===== config.mk =====
export PLATFORM = sky130hd
export DESIGN_NAME = reg_write_scheduler
export DESIGN_NICKNAME = d
export VERILOG_FILES = /design/src/rtl/reg_sched_pkg.sv /design/src/rtl/rr_picker.sv /design/src/rtl/reg_write_scheduler.sv
export SDC_FILE = /design/constraint.sdc
export NUM_CORES = 1
export LEC_CHECK = 0
export BUFFER_PORTS_ARGS = -buffer_cell sky130_fd_sc_hd__buf_2
export CORE_AREA = 2 2 249 128
export CTS_BUF_LIST = sky130_fd_sc_hd__clkbuf_2 sky130_fd_sc_hd__clkbuf_4 sky130_fd_sc_hd__clkbuf_8
export CTS_CLUSTER_SIZE = 28
export DETAILED_ROUTE_END_ITERATION = 10
export DIE_AREA = 0 0 251 130
export GPL_TIMING_DRIVEN = 1
export PLACE_DENSITY = 0.56
export SLEW_MARGIN = 10
export SYNTH_ARGS = -nofsm -noshare
export SYNTH_HDL_FRONTEND = slang
export SYNTH_SLANG_ARGS = --single-unit

===== constraint.sdc =====
create_clock -name clk -period 7.4 [get_ports clk]
set_clock_uncertainty 0.15 [all_clocks]
set_input_delay 1.48 -clock clk [delete_from_list [all_inputs] [get_ports clk]]
set_output_delay 1.48 -clock clk [all_outputs]
set_load 0.1 [all_outputs]

===== src/rtl/reg_sched_pkg.sv =====
// Shared types and default sizing for the register-file write scheduler.
package reg_sched_pkg;

  typedef enum logic {
    IDLE   = 1'b0,
    LOCKED = 1'b1
  } state_e;

  localparam int unsigned N_REQ_DEF     = 16;
  localparam int unsigned DATA_W_DEF    = 16;
  localparam int unsigned ADDR_W_DEF    = 4;
  localparam int unsigned MAX_BURST_DEF = 4;

endpackage


===== src/rtl/rr_picker.sv =====
// Combinational round-robin search: first set request at or after ptr, wrapping.
module rr_picker #(
  parameter int unsigned N  = 16,
  parameter int unsigned IW = $clog2(N)
) (
  input  logic [N-1:0]  req_i,
  input  logic [IW-1:0] ptr_i,
  output logic [N-1:0]  grant_o,
  output logic [IW-1:0] idx_o,
  output logic          any_o
);

  logic [IW-1:0] cand;

  // N is a power of two, so the IW-bit add wraps modulo N for free.
  always_comb begin
    grant_o = '0;
    idx_o   = '0;
    any_o   = 1'b0;
    cand    = '0;
    for (int unsigned k = 0; k < N; k++) begin
      cand = ptr_i + IW'(k);
      if (!any_o && req_i[cand]) begin
        any_o = 1'b1;
        idx_o = cand;
      end
    end
    if (any_o) grant_o[idx_o] = 1'b1;
  end

endmodule


===== src/rtl/reg_write_scheduler.sv =====
// Round-robin arbiter for the shared register-file write port with bounded
// burst locking and a registered write bus.
module reg_write_scheduler
  import reg_sched_pkg::*;
#(
  parameter int unsigned N_REQ     = N_REQ_DEF,
  parameter int unsigned DATA_W    = DATA_W_DEF,
  parameter int unsigned ADDR_W    = ADDR_W_DEF,
  parameter int unsigned MAX_BURST = MAX_BURST_DEF,
  localparam int unsigned IDW      = $clog2(N_REQ)
) (
  input  logic                     clk,
  input  logic                     rst,
  input  logic [N_REQ-1:0]         req,
  input  logic [N_REQ-1:0]         lock,
  input  logic [N_REQ*ADDR_W-1:0]  req_addr,
  input  logic [N_REQ*DATA_W-1:0]  req_data,
  input  logic                     stall,
  output logic [N_REQ-1:0]         ack,
  output logic                     wr_en,
  output logic [ADDR_W-1:0]        wr_addr,
  output logic [DATA_W-1:0]        wr_data,
  output logic                     owner_valid,
  output logic [IDW-1:0]           owner_id
);

  localparam int unsigned    BCW     = $clog2(MAX_BURST) + 1;
  localparam logic [BCW-1:0] BMAX    = BCW'(MAX_BURST);
  localparam bit             LOCK_EN = (MAX_BURST > 1);

  state_e             state_q, state_d;
  logic [IDW-1:0]     ptr_q, ptr_d;
  logic [BCW-1:0]     bcnt_q, bcnt_d, bcnt_inc;
  logic [IDW-1:0]     owner_q, owner_d;
  logic               wr_en_q, wr_en_d;
  logic [ADDR_W-1:0]  wr_addr_q, wr_addr_d;
  logic [DATA_W-1:0]  wr_data_q, wr_data_d;

  logic [N_REQ-1:0]   pick_grant;
  logic [IDW-1:0]     pick_idx;
  logic               pick_any;
  logic               acc;
  logic [IDW-1:0]     acc_idx;

  rr_picker #(.N(N_REQ), .IW(IDW)) u_picker (
    .req_i   (req),
    .ptr_i   (ptr_q),
    .grant_o (pick_grant),
    .idx_o   (pick_idx),
    .any_o   (pick_any)
  );

  always_ff @(posedge clk or negedge rst) begin
    if (!rst) begin
      state_q   <= IDLE;
      ptr_q     <= '0;
      bcnt_q    <= '0;
      owner_q   <= '0;
      wr_en_q   <= 1'b0;
      wr_addr_q <= '0;
      wr_data_q <= '0;
    end else begin
      state_q   <= state_d;
      ptr_q     <= ptr_d;
      bcnt_q    <= bcnt_d;
      owner_q   <= owner_d;
      wr_en_q   <= wr_en_d;
      wr_addr_q <= wr_addr_d;
      wr_data_q <= wr_data_d;
    end
  end

  // Arbitration FSM; stall or reset freezes all state and suppresses ack.
  always_comb begin
    state_d  = state_q;
    ptr_d    = ptr_q;
    bcnt_d   = bcnt_q;
    owner_d  = owner_q;
    ack      = '0;
    acc      = 1'b0;
    acc_idx  = pick_idx;
    bcnt_inc = bcnt_q + BCW'(1);
    if (rst && !stall) begin
      case (state_q)
        IDLE: begin
          if (pick_any) begin
            acc   = 1'b1;
            ack   = pick_grant;
            ptr_d = pick_idx + IDW'(1);
            if (LOCK_EN && lock[pick_idx]) begin
              state_d = LOCKED;
              owner_d = pick_idx;
              bcnt_d  = BCW'(1);
            end
          end
        end
        LOCKED: begin
          acc_idx = owner_q;
          if (req[owner_q]) begin
            acc          = 1'b1;
            ack[owner_q] = 1'b1;
            bcnt_d       = bcnt_inc;
            // Reaching the burst limit releases even if lock is still high.
            if (!lock[owner_q] || (bcnt_inc == BMAX)) begin
              state_d = IDLE;
              owner_d = '0;
              bcnt_d  = '0;
            end
          end else begin
            state_d = IDLE;
            owner_d = '0;
            bcnt_d  = '0;
          end
        end
        default: state_d = IDLE;
      endcase
    end
  end

  always_comb begin
    wr_en_d   = acc;
    wr_addr_d = acc ? req_addr[acc_idx*ADDR_W +: ADDR_W] : wr_addr_q;
    wr_data_d = acc ? req_data[acc_idx*DATA_W +: DATA_W] : wr_data_q;
  end

  assign wr_en       = wr_en_q;
  assign wr_addr     = wr_addr_q;
  assign wr_data     = wr_data_q;
  assign owner_valid = (state_q == LOCKED);
  assign owner_id    = owner_q;

endmodule


==> impl_metrics.toml, run 1 <==
[yosys]
yosysSeqAreaShare_pct = 11.0
synth_top_flop_cell = "dfrtp_1"
ys_types = 91
async_flop_share_pct = 100
synthesis.nets = 1356
yosysWarnings = 0
synth-edff-count = 0
synthCells = 987
synth_area_um2 = 7530
synth-seq-cells = 33
syn_area_per_cell_um2 = 7.63

[route]
vias = 9818
ant_nets = 0
wl_per_cell_um = 21.7
drtIter0Drc = 1163
viasPerCell = 5.48
dr.pass1.iters = 6
drt_wl_total_um = 38900
drc = 0

[critical_path]
cp_slowest_cell = "nor4b_1"
crit_arrival_ps = 5400
cp.required_ps = 5770
cp-end-kind = "primary output"
worstSetupPathType = "primary input to primary output"
cp_cell_sequence = "buf_2 > mux4_2 > mux2_2 > mux2_4 > buf_4 > nor4b_1 > o311ai_0 > o31a_1 > o21ai_0 > nand2_2 > inv_2 > ha_1 > a32oi_1 > nor2_1 > buf_12"
cpPeakStageDelay_ps = 550
r2r_cells = 18
worstPathMaxFanout = 6
worst_setup_path_start_kind = "primary input"
r2r_setup_slack_ps = 1440

[clock_tree]
clk_latency_ps = 300
cts_max_path_buffers = 2
cts_hold_buf = 0
cts_resized = 0
cts_root_buffer = "clkbuf_8"
htreeDepth = 2
cts_tree = "yes"
cts_buffers = 5
cts_setup_buffers = 0
clkTransAtPathRegs_ps = 80
clkSinkCount = 33

[timing]
slew_violations = 0
max_clock_freq_ghz = 0.142
setup_viol = 0
finalHoldViolCount = 0
rsz0062_at_grt = "no"
period_needed_ps = 7030
worst_pin_slew_ps = 917
fin_setup_tns_ps = 0
relSlewSlack_pct = 38.8
fin_hold_ws_ps = 343
period_share_pct = 95.0

[global_routing]
antenna_found_initial = 5
grt.total_usage_pct = 22.6
grt_use_met1_pct = 32.6
met3_usage_pct = 7.90
grtUsageMet2_pct = 32.0
grt_overflow = 0
grt_most_used_layer = "met1"
grt_pass1_vias = 8809
grt_start_max_net_pins = 65
grt_pass1_wl_um = 55400

[cells_and_area]
final_layout_size_suffix_gt1_share_pct = 40.9
nets = 1750
syn2layout_area_growth_pct = 39.8

[hold_path]
min_path_type = "register to register"
whs_path_depth = 2

[die]
coreArea_um2 = 30800
die-area_um2 = 32600
start_util_pct = 24.4
fp-row-count = 46
die_y_um = 130
num_io_pins = 397
fp.dieW_um = 251

[status]
status = "complete, no violations"

[placed_design]
hpwlAfterDp_um = 32400
place_congestion = 1.07
portBuffers = 396

[job]
drv_cap = 0
## synthesized netlist by cell type, types with 3 or more instances
master    instances  share of area (%)
nand2b_1          8               0.66
o21bai_1          3               0.30
a31oi_1          46                3.8
a32oi_1          20                2.3
a222oi_1         10                1.3
a221oi_1          3               0.35
mux4_2           31                9.3
nor2b_1           6               0.50
o211ai_1         20                2.0
ha_1             14                2.3
o22ai_1           5               0.42
a21oi_1          14               0.93
dfrtp_1          33                 11
a211oi_1          3               0.30
inv_2             3               0.15
xnor2_1           7               0.81
a21boi_0          4               0.40
buf_6            10                1.5
nor3_1           10               0.66
or3_1             4               0.33
a22oi_1          14                1.4
mux2i_1         125                 17
inv_1             8               0.40
buf_1             5               0.25
nor4_1            3               0.25
nand3_1          68                4.5
clkbuf_1         35                1.7
o211a_1           4               0.53
and2_1           14                1.2
nand2_1         255                 13
buf_2            21                1.4
xor2_1            7               0.81
nor2_1           40                2.0
o21ai_0          19                1.3
nand4_1          14                1.2
and3_1            5               0.42
mux2_2           25                3.7
## state kept, by name, summed over array words and instances (netlist names)
register and cells:
wr_en 1, owner_valid 1, wr_addr 4, bcnt_q 3, owner_id 4, ptr_q 4
wr_data 16
## path summary, 6_finish.rpt
path,endpoint,from
setup / recovery,ack[0],req[2]
max in group asynchronous,owner_id[3],rst
setup reg to reg,wr_data[1],ptr_q[0]
hold / removal,wr_data[15],wr_data[15]
min in group asynchronous,ptr_q[0],rst
hold reg to reg,wr_data[15],wr_data[15]
## routing by layer
layer,routed length [µm],part of all wire (%)
met5,44,0.11
met4,615,1.6
met3,4220,11
met2,16000,41
met1,18000,46
## stage by stage
step                      instance area (µm²)  setup WS, ps  utilization, %  std cells
after floorplan                          7550          10.0               -        987
after global placement                  10400           484            33.8       1782
after detailed placement                10400           492            33.8       1782
after CTS                               10500           475            34.1       1790
after global routing                    10500           123            34.1       1791
final                                   10500           373            34.1       1791
## critical path, delay by kind of cell
family	cells	cell delay, ps
AO/OA/AOI/OAI	4	940
AND/OR/NAND/NOR	3	970
adder cells (fa/ha/maj)	1	250
buffers and inverters	4	610
multiplexers	3	1140
## logic make-up after synthesis
logic type,synth area share (%)
AO/OA/AOI/OAI,21.7
XOR/XNOR,1.63
adder cells (fa/ha/maj),2.33
buffers and inverters,6.03
flip-flops,11.0
multiplexers,30.2
AND/OR/NAND/NOR,27.1
## cell usage in the layout, fill, tap and decap left out, drive strengths merged, types with 7 or more instances in the layout
master / count
o21ai: 22
mux2i: 125
inv: 11
dfrtp: 33
a32oi: 20
and2: 16
xnor2: 7
xor2: 7
a22oi: 16
nand4: 15
buf: 462
nand3: 69
a222oi: 10
nor2: 40
nand2b: 8
a21oi: 16
mux4: 32
mux2: 26
nand2: 256
a31oi: 46
ha: 14
nor3: 11
o211ai: 20
## final cells by class
| cell class | count | area, µm² |
|---|---|---|
| clock inverter | 2 | 10.0 |
| sequential | 33 | 826 |
| fill | 3283 | 20300 |
| multi-input combinational | 868 | 6290 |
| inverter | 11 | 41.3 |
| tap | 408 | 510 |
| clock buffer | 6 | 76.3 |
| antenna | 1 | 2.50 |
| timing repair buffer | 462 | 2770 |
Power of run 1 is left out: the tool's default activity adds up to more than one toggle a clock period on the data nets, which glitch-free logic cannot reach.
==> run 2: changes to the inputs <==
--- a/config.mk
+++ b/config.mk
@@ -6,13 +6,16 @@
 export NUM_CORES = 1
 export LEC_CHECK = 0
 export BUFFER_PORTS_ARGS = -buffer_cell sky130_fd_sc_hd__buf_2
+export CELL_PAD_IN_SITES_DETAIL_PLACEMENT = 1
+export CELL_PAD_IN_SITES_GLOBAL_PLACEMENT = 2
 export CORE_AREA = 2 2 249 128
 export CTS_BUF_LIST = sky130_fd_sc_hd__clkbuf_2 sky130_fd_sc_hd__clkbuf_4 sky130_fd_sc_hd__clkbuf_8
 export CTS_CLUSTER_SIZE = 28
 export DETAILED_ROUTE_END_ITERATION = 10
 export DIE_AREA = 0 0 251 130
 export GPL_TIMING_DRIVEN = 1
-export PLACE_DENSITY = 0.56
+export PLACE_DENSITY = 0.91
+export RECOVER_POWER = 25
 export SLEW_MARGIN = 10
 export SYNTH_ARGS = -nofsm -noshare
 export SYNTH_HDL_FRONTEND = slang
==> impl_metrics.toml, run 2 (synthesis results as in run 1) <==
[route]
dr.pass1.iters = 5
ant_nets = 0
drt_wl_total_um = 43000
drtIter0Drc = 908
vias = 9978
viasPerCell = 5.55
wl_per_cell_um = 23.9
drc = 0

[timing]
max_clock_freq_ghz = 0.142
period_needed_ps = 7060
slew_violations = 24
setup_viol = 0
rsz0062_at_grt = "no"
worst_pin_slew_ps = 1790
period_share_pct = 95.5
fin_setup_tns_ps = 0
relSlewSlack_pct = -19.2
finalHoldViolCount = 0

[clock_tree]
clkTransAtPathRegs_ps = 90
cts_setup_buffers = 0
cts_resized = 0
cts_max_path_buffers = 2
clk_latency_ps = 320
cts_root_buffer = "clkbuf_8"
cts_buffers = 5
cts_hold_buf = 0
htreeDepth = 2
cts_tree = "yes"
clkSinkCount = 33

[placed_design]
place_congestion = 1.07
portBuffers = 396
hpwlAfterDp_um = 35700

[global_routing]
grt_overflow = 0
grt.total_usage_pct = 25.2
antenna_found_initial = 1
grt_pass1_wl_um = 62000
grt_start_max_net_pins = 58
grt_pass1_vias = 9788

[hold_path]
min_path_type = "register to register"

[critical_path]
cpPeakStageDelay_ps = 580
crit_buf_inv = 7
cp_cell_sequence = "buf_2 > mux4_2 > mux2_2 > mux2_2 > or3_1 > buf_4 > buf_4 > nor3_1 > buf_4 > a221oi_2 > a21oi_2 > inv_2 > ha_1 > a32oi_1 > nor2_2 > buf_4 > buf_12"
worstPathMaxFanout = 8
r2r_setup_slack_ps = 1580
crit_arrival_ps = 5430
worst_setup_path_start_kind = "primary input"
worstSetupPathType = "primary input to primary output"
cpMostUsedCell = "buf_4"
critPathTopFamily = "multiplexers"
cp.required_ps = 5770
cp-end-kind = "primary output"
cp_slowest_cell = "mux4_2"

[cells_and_area]
final_layout_size_suffix_gt1_share_pct = 41.0
final_core_util_pct = 34.4
final_common_cell = "buf_2"
fillerInstances = 3918
nets = 1756
largest_register_ffs = 16
layout_common_cells = "buf_2, nand2_1, mux2i_1"
syn2layout_area_growth_pct = 41.0

[die]
num_io_pins = 397
fp-row-count = 46
start_util_pct = 24.4
die-area_um2 = 32600
coreArea_um2 = 30800
die_y_um = 130
fp.dieW_um = 251

[status]
status = "finished with violations"
violations = "max-capacitance violations, max-slew violations"

[job]
drv_cap = 1
run 2: layout make-up:
cell class	count	area (µm²)	area share (%)
Antenna cell	1	2.50	0.0236
Clock buffer	5	68.8	0.648
Clock inverter	3	65.1	0.613
Inverter	11	41.3	0.389
Multi-Input combinational cell	868	6290	59.3
Sequential cell	33	826	7.78
Tap cell	408	510	4.81
Timing Repair Buffer	468	2810	26.5
run 2: path summary, 6_finish.rpt:
check,startpoint,to,cells after the start
max in group asynchronous,rst,ptr_q[1],2
setup reg to reg,ptr_q[1],wr_data[11],22
min in group asynchronous,rst,wr_data[11],1
setup / recovery,req[15],ack[10],17
hold reg to reg,wr_data[11],wr_data[11],2
hold / removal,wr_data[11],wr_data[11],2
run 2: layer usage:
metal	share of wire (%)	vias to the layer above	track usage [%]	routed length, µm
li1	-	4534	-	-
met1	47	4938	36.8	20200
met2	42	482	37.1	18100
met3	9.7	24	6.90	4170
met4	1.1	0	4.52	493
met5	0	-	0	0
run 2: worst min-delay path: stages, from the launching register on:
cell	delay, ps
dfrtp_1	350
nand2_1	50
nand3_1	80
run 2: metrics by stage:
| stage | hold WS, ps | instances | area (µm²) | setup slack [ps] |
|---|---|---|---|---|
| floorplan | 340 | 987 | 7550 | 10.0 |
| global placement | 323 | 1788 | 10500 | 544 |
| detailed placement | 335 | 1788 | 10500 | 397 |
| CTS | 359 | 1796 | 10600 | 395 |
| global route | 381 | 1797 | 10600 | 207 |
| finish | 353 | 1797 | 10600 | 335 |
Power of run 2 is left out for the same reason.
